[src/rtl/mem_arb_pkg.sv]
// Shared constants and types for the RAM/IO memory arbiter.
// Word addresses drop the two byte-offset bits of a 32-bit byte address.
package mem_arb_pkg;

   localparam int IO_BIT_DEFAULT = 22;
   localparam int WORD_ADDR_W    = 30;

   typedef enum logic [0:0] {
      IO_IDLE = 1'b0,
      IO_BUSY = 1'b1
   } io_state_e;

   typedef enum logic [0:0] {
      OWN_IF = 1'b0,
      OWN_D  = 1'b1
   } owner_e;

   function automatic logic [WORD_ADDR_W-1:0] word_addr(input logic [31:0] byte_addr);
      return byte_addr[31:2];
   endfunction

endpackage

[src/rtl/mem_arb_io_fsm.sv]
// IO-page access sequencer: captures one data access, holds it on io_* until
// io_ready, then returns load data one cycle later.
module mem_arb_io_fsm
   import mem_arb_pkg::*;
(
   input  logic                   clk,
   input  logic                   reset,
   input  logic                   start,
   input  logic                   start_we,
   input  logic [WORD_ADDR_W-1:0] start_addr,
   input  logic [31:0]            start_wdata,
   input  logic                   io_ready,
   input  logic [31:0]            io_rdata,
   output logic                   busy,
   output logic                   io_req,
   output logic                   io_we,
   output logic [WORD_ADDR_W-1:0] io_addr,
   output logic [31:0]            io_wdata,
   output logic                   rsp_valid,
   output logic [31:0]            rsp_data
);

   io_state_e              state_r;
   logic                   we_r;
   logic [WORD_ADDR_W-1:0] addr_r;
   logic [31:0]            wdata_r;
   logic                   rsp_valid_r;
   logic [31:0]            rsp_data_r;
   logic                   done_s;

   assign done_s = (state_r == IO_BUSY) && io_ready;

   // IDLE/BUSY sequencing; io_ready outside BUSY is ignored
   always_ff @(posedge clk) begin
      if (reset) begin
         state_r <= IO_IDLE;
      end else begin
         case (state_r)
            IO_IDLE: state_r <= start    ? IO_BUSY : IO_IDLE;
            IO_BUSY: state_r <= io_ready ? IO_IDLE : IO_BUSY;
            default: state_r <= IO_IDLE;
         endcase
      end
   end

   // Capture the granted access; held stable for the whole BUSY period
   always_ff @(posedge clk) begin
      if (reset) begin
         we_r    <= 1'b0;
         addr_r  <= '0;
         wdata_r <= 32'h0;
      end else if (start && (state_r == IO_IDLE)) begin
         we_r    <= start_we;
         addr_r  <= start_addr;
         wdata_r <= start_wdata;
      end else begin
         we_r    <= we_r;
         addr_r  <= addr_r;
         wdata_r <= wdata_r;
      end
   end

   // Load completion pulse, one cycle after io_ready; stores finish silently
   always_ff @(posedge clk) begin
      if (reset) begin
         rsp_valid_r <= 1'b0;
         rsp_data_r  <= 32'h0;
      end else begin
         rsp_valid_r <= done_s && !we_r;
         if (done_s && !we_r) begin
            rsp_data_r <= io_rdata;
         end else begin
            rsp_data_r <= rsp_data_r;
         end
      end
   end

   assign busy      = (state_r == IO_BUSY);
   assign io_req    = (state_r == IO_BUSY);
   assign io_we     = we_r;
   assign io_addr   = addr_r;
   assign io_wdata  = wdata_r;
   assign rsp_valid = rsp_valid_r;
   assign rsp_data  = rsp_data_r;

endmodule

[src/rtl/mem_arbiter.sv]
// Arbitrates one single-port RAM between fetch and load/store, with data
// accesses to the IO page diverted to a variable-latency IO port.
module mem_arbiter
   import mem_arb_pkg::*;
#(
   parameter int STARVE_MAX = 4,
   parameter int IO_BIT     = IO_BIT_DEFAULT
) (
   input  logic                   clk,
   input  logic                   reset,
   input  logic                   if_req,
   input  logic [31:0]            if_addr,
   output logic                   if_gnt,
   output logic                   if_rvalid,
   output logic [31:0]            if_rdata,
   input  logic                   d_req,
   input  logic                   d_we,
   input  logic [3:0]             d_be,
   input  logic [31:0]            d_addr,
   input  logic [31:0]            d_wdata,
   output logic                   d_gnt,
   output logic                   d_rvalid,
   output logic [31:0]            d_rdata,
   output logic                   ram_en,
   output logic [3:0]             ram_we,
   output logic [WORD_ADDR_W-1:0] ram_addr,
   output logic [31:0]            ram_wdata,
   input  logic [31:0]            ram_rdata,
   output logic                   io_req,
   output logic                   io_we,
   output logic [WORD_ADDR_W-1:0] io_addr,
   output logic [31:0]            io_wdata,
   input  logic                   io_ready,
   input  logic [31:0]            io_rdata
);

   localparam int CNT_W = $clog2(STARVE_MAX + 1);

   logic [CNT_W-1:0] starve_cnt_r;
   logic             starve_hit_s;
   logic             d_io_s;
   logic             d_ram_gnt_s;
   logic             d_io_gnt_s;
   logic             if_gnt_s;
   logic             io_busy_s;
   logic             io_rsp_valid_s;
   logic [31:0]      io_rsp_data_s;
   logic             rd_pend_r;
   owner_e           owner_r;
   logic             if_rvalid_s;
   logic             d_ram_rvalid_s;
   logic [31:0]      if_hold_r;
   logic [31:0]      d_hold_r;
   logic             unused_addr_bits;

   assign unused_addr_bits = ^{if_addr[1:0], d_addr[1:0]};

   // Grant decision; data wins the RAM unless fetch has been starved too long
   always_comb begin
      d_io_s       = d_addr[IO_BIT];
      starve_hit_s = (starve_cnt_r == CNT_W'(STARVE_MAX));
      d_ram_gnt_s  = 1'b0;
      d_io_gnt_s   = 1'b0;
      if_gnt_s     = 1'b0;
      if (reset) begin
         d_ram_gnt_s = 1'b0;
         d_io_gnt_s  = 1'b0;
         if_gnt_s    = 1'b0;
      end else begin
         d_ram_gnt_s = d_req && !io_busy_s && !d_io_s && !(if_req && starve_hit_s);
         d_io_gnt_s  = d_req && !io_busy_s && d_io_s;
         if_gnt_s    = if_req && !d_ram_gnt_s;
      end
   end

   // RAM port mux driven from whichever port holds the grant
   always_comb begin
      ram_en = if_gnt_s | d_ram_gnt_s;
      if (d_ram_gnt_s) begin
         ram_addr  = word_addr(d_addr);
         ram_wdata = d_wdata;
         ram_we    = d_we ? d_be : 4'b0000;
      end else begin
         ram_addr  = word_addr(if_addr);
         ram_wdata = 32'h0;
         ram_we    = 4'b0000;
      end
   end

   // Counts consecutive denied fetch cycles, saturating at STARVE_MAX
   always_ff @(posedge clk) begin
      if (reset) begin
         starve_cnt_r <= '0;
      end else if (if_req && !if_gnt_s) begin
         if (!starve_hit_s) begin
            starve_cnt_r <= starve_cnt_r + CNT_W'(1);
         end else begin
            starve_cnt_r <= starve_cnt_r;
         end
      end else begin
         starve_cnt_r <= '0;
      end
   end

   // Owner of the in-flight RAM read; stores leave nothing pending
   always_ff @(posedge clk) begin
      if (reset) begin
         rd_pend_r <= 1'b0;
         owner_r   <= OWN_IF;
      end else begin
         rd_pend_r <= if_gnt_s | (d_ram_gnt_s & ~d_we);
         owner_r   <= d_ram_gnt_s ? OWN_D : OWN_IF;
      end
   end

   assign if_rvalid_s    = rd_pend_r && (owner_r == OWN_IF);
   assign d_ram_rvalid_s = rd_pend_r && (owner_r == OWN_D);

   // Last returned words, presented on *_rdata between valid pulses
   always_ff @(posedge clk) begin
      if (reset) begin
         if_hold_r <= 32'h0;
         d_hold_r  <= 32'h0;
      end else begin
         if (if_rvalid_s) begin
            if_hold_r <= ram_rdata;
         end else begin
            if_hold_r <= if_hold_r;
         end
         if (d_ram_rvalid_s) begin
            d_hold_r <= ram_rdata;
         end else if (io_rsp_valid_s) begin
            d_hold_r <= io_rsp_data_s;
         end else begin
            d_hold_r <= d_hold_r;
         end
      end
   end

   mem_arb_io_fsm u_io_fsm (
      .clk         (clk),
      .reset       (reset),
      .start       (d_io_gnt_s),
      .start_we    (d_we),
      .start_addr  (word_addr(d_addr)),
      .start_wdata (d_wdata),
      .io_ready    (io_ready),
      .io_rdata    (io_rdata),
      .busy        (io_busy_s),
      .io_req      (io_req),
      .io_we       (io_we),
      .io_addr     (io_addr),
      .io_wdata    (io_wdata),
      .rsp_valid   (io_rsp_valid_s),
      .rsp_data    (io_rsp_data_s)
   );

   // A RAM data read and an IO load response can never land in the same cycle
   assign if_gnt    = if_gnt_s;
   assign d_gnt     = d_ram_gnt_s | d_io_gnt_s;
   assign if_rvalid = if_rvalid_s;
   assign if_rdata  = if_rvalid_s ? ram_rdata : if_hold_r;
   assign d_rvalid  = d_ram_rvalid_s | io_rsp_valid_s;
   assign d_rdata   = d_ram_rvalid_s ? ram_rdata :
                      (io_rsp_valid_s ? io_rsp_data_s : d_hold_r);

endmodule
[config.mk]
export PLATFORM = sky130hd
export DESIGN_NAME = mem_arbiter
export DESIGN_NICKNAME = d
export VERILOG_FILES = /design/src/rtl/mem_arb_pkg.sv /design/src/rtl/mem_arb_io_fsm.sv /design/src/rtl/mem_arbiter.sv
export SDC_FILE = /design/constraint.sdc
export NUM_CORES = 1
export LEC_CHECK = 0
export BUFFER_PORTS_ARGS = -buffer_cell sky130_fd_sc_hd__buf_2
export CORE_AREA = 2 2 143 145
export DETAILED_ROUTE_END_ITERATION = 16
export DIE_AREA = 0 0 145 147
export PLACE_DENSITY = 0.66
export SYNTH_ARGS = -nofsm -noshare
export SYNTH_HDL_FRONTEND = slang
export SYNTH_SLANG_ARGS = --single-unit
[constraint.sdc]
create_clock -name clk -period 3 [get_ports clk]
set_input_delay 0.6 -clock clk [delete_from_list [all_inputs] [get_ports clk]]
set_output_delay 0.6 -clock clk [all_outputs]
set_load 0.02 [all_outputs]
* Word level (Yosys, flattened, before mapping) *
Index checks and enable logic that the tools add are counted.

cells by class
  add/sub/neg operators = 1
  equality and inequality tests = 1
  mux-type cells = 14
  bitwise operators = 9
  reductions and logical operators = 19

operators by type and width
  operator                                                       count
  32-bit two-way mux                                             4
  30-bit two-way mux                                             1
  1-bit logical AND                                              12
  4-bit two-way mux                                              2
  1-bit logical NOT                                              6
  1-bit two-way mux                                              6
  1-bit NOT                                                      4
  1-bit OR                                                       4
  3-bit by 1-bit adder with 3-bit output, second input constant  1
  3-bit == test, second input constant                           1
  1-bit one-hot mux with 2 select lines                          1
  2-bit OR reduction                                             1
  1-bit AND                                                      1

storage, ports and cells
  bits in registers = 166
  bits of input ports = 170
  output and inout port bits = 199

* Longest topological paths before layout *
Gate-level depths: netlist (run 1).

  word-level depth = 11
  mapped depth = 8
  depth with buffers taken out = 6

* By module *
From an unflattened synthesis (run 1), not the netlist that was laid out.

unflattened totals
  cell total of the unflattened synthesis = 814
  area, all modules = 7198.2 um2

modules (own cells, without submodules)
  module          instances  cells an instance  area an instance (um2)  seq. area each (um2)
  mem_arbiter     1          392                3831.2                  1381.3
  mem_arb_io_fsm  1          422                3367.0                  1941.9

* Worst setup path before layout (run 1) *
OpenSTA, ideal clock, no wires.

  path type = input-to-output
  start = input port if_req
  end = output port ram_wdata[10]
  arrival time = 1.868 ns
  required time = 2.400 ns
  setup slack = 0.532 ns
  cell stages on the path = 6
  cell sequence = and3_4 or4_4 buf_6 inv_2 clkbuf_2 and2_1

between the ends
  longest elaborated chain between the ends = 5

RTL lines
  element             line               source
  from (decl)         mem_arbiter.sv:11  input logic if_req,
  1-bit logical AND   mem_arbiter.sv:70  d_ram_gnt_s = d_req && !io_busy_s && !d_io_s && !(if_req && starve_hit_s);
  1-bit logical NOT   mem_arbiter.sv:70
  1-bit logical AND   mem_arbiter.sv:70
  1-bit two-way mux   mem_arbiter.sv:65  if (reset) begin
  32-bit two-way mux  mem_arbiter.sv:79  if (d_ram_gnt_s) begin
  to (decl)           mem_arbiter.sv:27  output logic [31:0] ram_wdata,

No other way between the ends.

* Worst setup path after layout (run 1) *
  start = register starve_cnt_r[0]
  end = output port ram_addr[13]

between the ends
  longest elaborated chain between the ends = 6

RTL lines
  element                 line               source
  from (decl)             mem_arbiter.sv:39  logic [CNT_W-1:0] starve_cnt_r;
  from (signal assigned)  mem_arbiter.sv:96  starve_cnt_r <= starve_cnt_r + CNT_W'(1);
  from (signal assigned)  mem_arbiter.sv:98  starve_cnt_r <= starve_cnt_r;
  3-bit == test           mem_arbiter.sv:61  starve_hit_s = (starve_cnt_r == CNT_W'(STARVE_MAX));
  1-bit logical AND       mem_arbiter.sv:70
  1-bit logical NOT       mem_arbiter.sv:70
  1-bit logical AND       mem_arbiter.sv:70
  1-bit two-way mux       mem_arbiter.sv:65
  30-bit two-way mux      mem_arbiter.sv:79
  to (decl)               mem_arbiter.sv:26  output logic [WORD_ADDR_W-1:0] ram_addr,

No other way between the ends.

==> results.md, run 1 <==
- First-pass GRT wire length: 33600 um
- Synth async-reset ratio: 0
- Clk sink count: 166
- Share of post-route cells with drive strength above 1: 0.425
- Std-Cell Rows: 52
- Crit path required time: 2400 ps
- Pwr/cell area: 531 mW/mm^2
- CTS Buf Count: 17
- TritonCTS clock tree: yes
- Unrepaired setup endpoints after global routing: true
- Hold Fails Final Rpt: 0
- CTS Root Cell: clkbuf_16
- Syn Inst Count: 806
- Vert. Die Dim: 147 um
- Sequential element share of the synthesized area: 0.468
- Pre-CTS WS: 283 ps
- Hold-fix buffers at CTS: 0
- Crit path DAT: 2380 ps
- Status: finished, final reports clean
- Yosys reg bits: 166
- Commonest cells post-synth: nand2_1 (190), dfxtp_1 (166), a21oi_1 (129)
- WS Path Type: reg2out
- Setup TNS: 0 ps
- Final HPWL DP: 14800 um
- Minimum clock period: 2980 ps
- Crit path max fanout: 8
- Area fraction of the dominant cell type after synthesis: 0.468
- GPL Wtd Cong: 0.830
- Grt total ovfl: 0
- CTS H-tree depth: 4
- Worst vdd ir: 0.359 mV
- Core area: 0.0198 mm^2
- Setup crit end kind: primary output
- DR iter-0 viols: 214
- CTS Buffer Depth: 2
- Worst reg2reg setup slack: 1260 ps
- EDFF count, synth: 0
- Post-route DRC: 0
- Top FF cell, synth: dfxtp_1
- Number of distinct library cells after synthesis: 33
- Most frequent cell after synthesis: nand2_1
- Leakage power: 0.00477 uW
- Vias in the first global route: 6425
- Slew Limit Fails: 0
- DRT Pass-1 Iters: 4
- Initial antenna violation count: 1
- Final WS setup: 19.5 ps
- WL/cell: 15.0 um
- Num ports: 369
- Synth area leader: dfxtp_1
- Top cells by area, synth: dfxtp_1 (47%), nand2_1 (10%), a21oi_1 (9.1%)
- Period utilisation layout: 0.993
- Reg clk slew, reported paths: 60 ps
- Class of the worst hold path: in2reg
- Syn_area_per_cell: 8.81 um^2
- Synthesized net count: 978
- Syn. warnings: 0
- Fmax: 0.336 GHz
- Nets: 1321
- Starting Density: 0.358
- Worst-Margin Slew: 936 ps
- Slew HR: 0.376
- Port bufs: 364
- Area delta synth->final: 42.3%
- MaxCap Viol Count: 0
- Layout fillers: 1928
- CP Launch Type: register
- Largest net degree at the start of global routing: 92
- DR vias: 6764
- Vias per cell: 4.72
- Post-layout util: 0.509
- Total GRT Usage: 0.196
- Setup-failing EPs final: 0
- Post-DRT Antenna Nets: 0
- Cell area after synthesis: 0.00710 mm^2
- FF+latch area: 0.00333 mm^2
- Clk Latency, worst-skew pair: 420 ps
- Die area: 0.0213 mm^2
- Clock skew: 10.1 ps
- Multi-input logic area: 0.00349 mm^2
- Routed Wire Length: 21500 um
- Chip Width: 145 um
kinds of logic after synthesis:
logic type	synth area share
AOI/OAI and AO/OA	0.126
xor gates and xnor gates	0.00123
adders and majority gates	0.00352
buffers and inverters	0.0451
DFF	0.468
muxes	0.158
and+or+nand+nor	0.197
routing by layer:
metal | GRT usage | wire [um]
met1 | 0.241 | 9410
met2 | 0.337 | 10600
met3 | 0.0503 | 1190
met4 | 0.0634 | 390
met5 | 0 | 0
placed cells by master, fill, tap and decap left out, types with 28 or more instances in the layout:
| master | count |
|---|---|
| a211oi_1 | 32 |
| a21oi_1 | 129 |
| and2_1 | 32 |
| buf_2 | 331 |
| buf_6 | 31 |
| dfxtp_1 | 163 |
| mux2_2 | 33 |
| mux2_4 | 28 |
| mux2i_1 | 33 |
| nand2_1 | 189 |
| nor2_1 | 36 |
| nor2b_1 | 32 |
worst paths after layout:
path                              from                    end  cells past startpoint
setup / recovery       starve_cnt_r[0]           ram_addr[13]                      8
hold / removal            io_rdata[27]  u_io_fsm.rsp_data[27]                      3
setup reg to reg         u_io_fsm.busy  u_io_fsm.io_wdata[21]                      4
hold reg to reg   u_io_fsm.io_wdata[3]   u_io_fsm.io_wdata[3]                      2
critical path: stages (launching register included):
cell and delay (ps):
dfxtp_2 330, inv_2 40, ha_4 150, and3_4 160
or4_4 510, buf_8 170, buf_16 150, mux2_4 300
buf_6 130
stage by stage:
step | cells | total power, uW | hold slack [ps] | cell area (um^2)
after floorplan | 806 | 2880 | 436 | 7100
after global placement | 1389 | 3200 | 439 | 9110
after detailed placement | 1389 | 3210 | 443 | 9110
after CTS | 1430 | 5430 | 392 | 10100
after global routing | 1432 | 5600 | 392 | 10100
final | 1432 | 5360 | 414 | 10100
where the power goes:
part | leakage (uW) | switching [uW] | internal [uW]
clock network | 0.000285 | 933 | 1210
logic | 0.00313 | 506 | 393
registers | 0.00135 | 34.0 | 2290
registers in the layout (all words and copies together), names as in the netlist:
register,cells
d_hold_r,32
if_hold_r,32
u_io_fsm.io_wdata,32
u_io_fsm.rsp_data,32
u_io_fsm.io_addr,30
starve_cnt_r,3
owner_r,1
rd_pend_r,1
u_io_fsm.busy,1
u_io_fsm.io_we,1
u_io_fsm.rsp_valid,1
layout make-up:
type,instances,area share
sequential,166,0.329
clock buffer,20,0.0452
multi-input combinational,572,0.346
antenna,1,0.000248
clock inverter,11,0.0114
timing repair buffer,388,0.233
inverter,4,0.00223
tap,270,0.0334
timing repair:
action / CTS / global route
buffers inserted: 6 / 0
gates cloned: 4 / 1
endpoints found under the hold margin: 0 / 0
pin swaps: 2 / 2
gates resized for setup: 74 / 7
endpoints found under the setup margin: 30 / 60
No activity file was read; power rests on OpenSTA's default activity.
==> run 2, diff against run 1 <==
--- a/config.mk
+++ b/config.mk
@@ -6,10 +6,11 @@
 export NUM_CORES = 1
 export LEC_CHECK = 0
 export BUFFER_PORTS_ARGS = -buffer_cell sky130_fd_sc_hd__buf_2
-export CORE_AREA = 2 2 143 145
+export CORE_AREA = 2 2 144 146
 export DETAILED_ROUTE_END_ITERATION = 16
-export DIE_AREA = 0 0 145 147
+export DIE_AREA = 0 0 146 148
 export PLACE_DENSITY = 0.66
 export SYNTH_ARGS = -nofsm -noshare
 export SYNTH_HDL_FRONTEND = slang
+export SYNTH_HIERARCHICAL = 1
 export SYNTH_SLANG_ARGS = --single-unit
==> constraint.sdc (replaced) <==
create_clock -name clk -period 3 [get_ports clk]
set_input_delay 0.3 -clock clk [delete_from_list [all_inputs] [get_ports clk]]
set_output_delay 0.3 -clock clk [all_outputs]
set_load 0.02 [all_outputs]
==> results.md, run 2 <==
- Most frequent cell after synthesis: nand2_1
- Largest family of logic cells by synthesized area: simple AND/OR/NAND/NOR gates
- Die area: 0.0216 mm^2 (+1.4%)
- Leakage power: 0.00455 uW (-4.6%)
- CP max-delay cell: and2_4
- DRT Pass-1 Iters: 5 (+1)
- Worst setup path end: ram_addr[28]
- Slew Limit Fails: 0 (unchanged)
- Pwr/cell area: 547 mW/mm^2 (+3.1%)
- Worst reg2reg setup slack: 970 ps (-290 ps)
- Synth area leader: dfxtp_1
- Class of the worst hold path: in2reg
- MaxCap Viol Count: 0 (unchanged)
- GR met1 Demand/Resource: 0.240 (-0.000396)
- Met2 usage: 0.317 (-0.0206)
- Port bufs: 364 (unchanged)
- Post-CTS sizing: 0 (-100%)
- Worst vdd ir: 0.361 mV (+0.45%)
- Fmax: 0.382 GHz (+14%)
- Largest net degree at the start of global routing: 98 (+6.5%)
- Initial antenna violation count: 0 (-1)
- Share of post-route cells with drive strength above 1: 0.396 (-0.0283)
- R2R Path Start: u_io_fsm/busy
- Top FF cell, synth: dfxtp_1
- Pre-CTS WS: 752 ps (+470 ps)
- Total power: 5320 uW (-0.82%)
- Synthesized net count: 986 (+0.82%)
- Minimum clock period: 2620 ps (-360 ps)
- Total GRT Usage: 0.190 (-0.00630)
- Synth async-reset ratio: 0 (unchanged)
- Yosys reg bits: 166 (unchanged)
- Crit path required time: 2700 ps (+300 ps)
- CTS H-tree depth: 4 (unchanged)
- Routed Wire Length: 21200 um (-1.6%)
- Top cells by area, synth: dfxtp_1 (46%), nand2_1 (10%), a21oi_1 (9.0%)
- Number of distinct library cells after synthesis: 34 (+3.0%)
- Setup crit end kind: primary output
- Clk Latency, worst-skew pair: 420 ps (about the same)
- Chip Width: 146 um (+0.69%)
- Reg2Reg Depth: 5 (+1)
- Final HPWL DP: 15300 um (+2.8%)
- Hold Worst Slack: 111 ps (-303 ps)
- Worst-Margin Slew: 956 ps (+20.3 ps)
- Unrepaired setup endpoints after global routing: false
- Area fraction of the dominant cell type after synthesis: 0.462 (-0.00651)
- Crit-path cells: inv_1 -> ha_1 -> nand3_1 -> and2_4 -> mux2_2 -> buf_2
- Crit path DAT: 2320 ps (-60 ps)
- Commonest non-fill, non-tap cell in the layout: buf_2
- Vert. Die Dim: 148 um (+0.68%)
- Slowest stage delay, CP: 540 ps (+30 ps)
- Clock Power Share: 0.425 (+0.026)
- DR vias: 6762 (-0.030%)
- Cell Int Power: 3860 uW (-0.77%)
- Grt total ovfl: 0 (unchanged)
- Setup bufs post-CTS: 0 (-6)
- WL/cell: 14.9 um (-1.1%)
- Clk sink count: 166 (unchanged)
- Hold Fails Final Rpt: 0 (unchanged)
- Synth Area in Simple Gates: 0.202 (+0.00473)
- Synth Area in Compound Gates: 0.124 (-0.00228)
- Sw Share: 0.274 (-0.000378)
- CTS Buf Count: 17 (unchanged)
- Setup-failing EPs final: 0 (unchanged)
- CP Launch Type: register
- Core area: 0.0200 mm^2 (+0.98%)
- Post-DRT Antenna Nets: 0 (unchanged)
- R2r endpoint: u_io_fsm/io_wdata[30]
- Top Usage Layer GRT: met2
- WP depth: 6 (-2)
- Psw: 1460 uW (-0.96%)
- Commonest non-fill, non-tap cells in the layout: buf_2 (363), nand2_1 (193), dfxtp_1 (165)
- Syn Inst Count: 814 (+0.99%)
- Area after DPL: 0.00910 mm^2 (-0.11%)
- WS Path Type: reg2out
- Syn_area_per_cell: 8.84 um^2 (+0.41%)
- Vias in the first global route: 6243 (-2.8%)
- Crit path max fanout: 33 (+25)
- Slew HR: 0.362 (-0.0135)
- Nets: 1312 (-0.68%)
- Post-route DRC: 0 (unchanged)
- Gate power share: 0.143 (-0.025)
- Critical Path Source: starve_cnt_r[0]
- Syn. warnings: 6 (+6)
- Setup TNS: 0 ps (unchanged)
- Vias per cell: 4.75 (+0.46%)
- First-pass GRT wire length: 32600 um (-2.9%)
- Post-Synth Adder-Cell Area: 0.00348 (-0.0000490)
- DR iter-0 viols: 241 (+13%)
- Buf/Inv on CP: 2 (-2)
- Synth Area in XOR/XNOR: 0.00122 (-0.0000172)
- Reg power frac: 0.433 (about the same)
- CTS Root Cell: clkbuf_16
- Commonest cells post-synth: nand2_1 (194), dfxtp_1 (166), a21oi_1 (129)
- Std-Cell Rows: 52 (unchanged)
- Period utilisation layout: 0.874 (-0.120)
- Mux cell area share after synthesis: 0.150 (-0.00776)
- Area delta synth->final: 35.0%
- Num ports: 369 (unchanged)
- Status: finished, final reports clean
- Hold-fix buffers at CTS: 0 (unchanged)
- Final WS setup: 379 ps (+360 ps)
- Clock skew: 7.73 ps (-2.40 ps)
- Reg clk slew, reported paths: 70 ps (about the same)
- Delay-heaviest family, CP: simple AND/OR/NAND/NOR gates
- TritonCTS clock tree: yes
- Sequential element share of the synthesized area: 0.462 (-0.00651)
- Starting Density: 0.359 (+0.00151)
- Grt met3 use: 0.0500 (-0.000311)
- CTS Buffer Depth: 2 (unchanged)
- Post-route cell area: 0.00972 mm^2 (-3.8%)
- GPL Wtd Cong: 0.858 (+3.3%)
- EDFF count, synth: 0 (unchanged)
- Cell area after synthesis: 0.00720 mm^2 (+1.4%)
## run 2: cell types whose count changed after synthesis, sizes merged, moves of 3 or more
cell / change
and3: +28
nand2: +4
buf: +24
and4b: +3
nor3: -3
and2: -31
clkbuf: -19
## run 2: worst reg2reg max path, stage by stage (launching register included)
cell and delay [ps]:
dfxtp_1 420, nor4bb_1 530, nor2b_4 480, buf_12 280, nand2_1 100, a21oi_1 150
## run 2: how the worst min path moves through the flow
stage / startpoint / end / slack, ps / depth (start not counted)
floorplan: d_we / rd_pend_r / 400 / 1
global placement: u_io_fsm/io_addr[5] / u_io_fsm/io_addr[5] / 440 / 2
detailed placement: u_io_fsm/io_wdata[22] / u_io_fsm/io_wdata[22] / 440 / 2
CTS: io_rdata[27] / u_io_fsm/rsp_data[27] / 90 / 3
global route: io_rdata[15] / u_io_fsm/rsp_data[15] / 90 / 3
finish: io_rdata[24] / u_io_fsm/rsp_data[24] / 110 / 3
## run 2: logic make-up (layout without fill, tap and decap cells)
kind of cell	Yosys count	after routing
fa+ha+maj	2	2
mux	93	93
compound gates	162	162
simple gates	319	319
other cells	0	2
buf+inv	71	410
flops	166	166
xor+xnor	1	1
## run 2: cell type report
type	instances	area, um^2
antenna	2	5.00
clock buffer	18	429
clock inverter	14	188
fill	2034	10300
inverter	2	7.51
multi-input combinational	577	3480
sequential	166	3320
tap	270	338
timing repair buffer	376	1940
## run 2: metal layers
layer	vias to the layer above	share of wire	routed length, um
met5	-	0	0
met2	207	0.48	10200
met4	0	0.015	325
li1	3414	-	-
met1	3116	0.45	9480
met3	25	0.055	1170
## run 2: stage by stage
| stage | instances | utilization |
|---|---|---|
| floorplan | 814 | - |
| global placement | 1391 | 0.454 |
| detailed placement | 1391 | 0.454 |
| CTS | 1423 | 0.485 |
| global route | 1423 | 0.485 |
| finish | 1425 | 0.485 |
## run 2: power groups by stage
stage / Clock (uW) / Sequential [uW] / Combinational (uW)
finish: 2260 / 2300 / 759
CTS: 2330 / 2300 / 766
global placement: 0 / 2350 / 759
detailed placement: 0 / 2350 / 764
global route: 2430 / 2310 / 817
floorplan: 0 / 2380 / 435
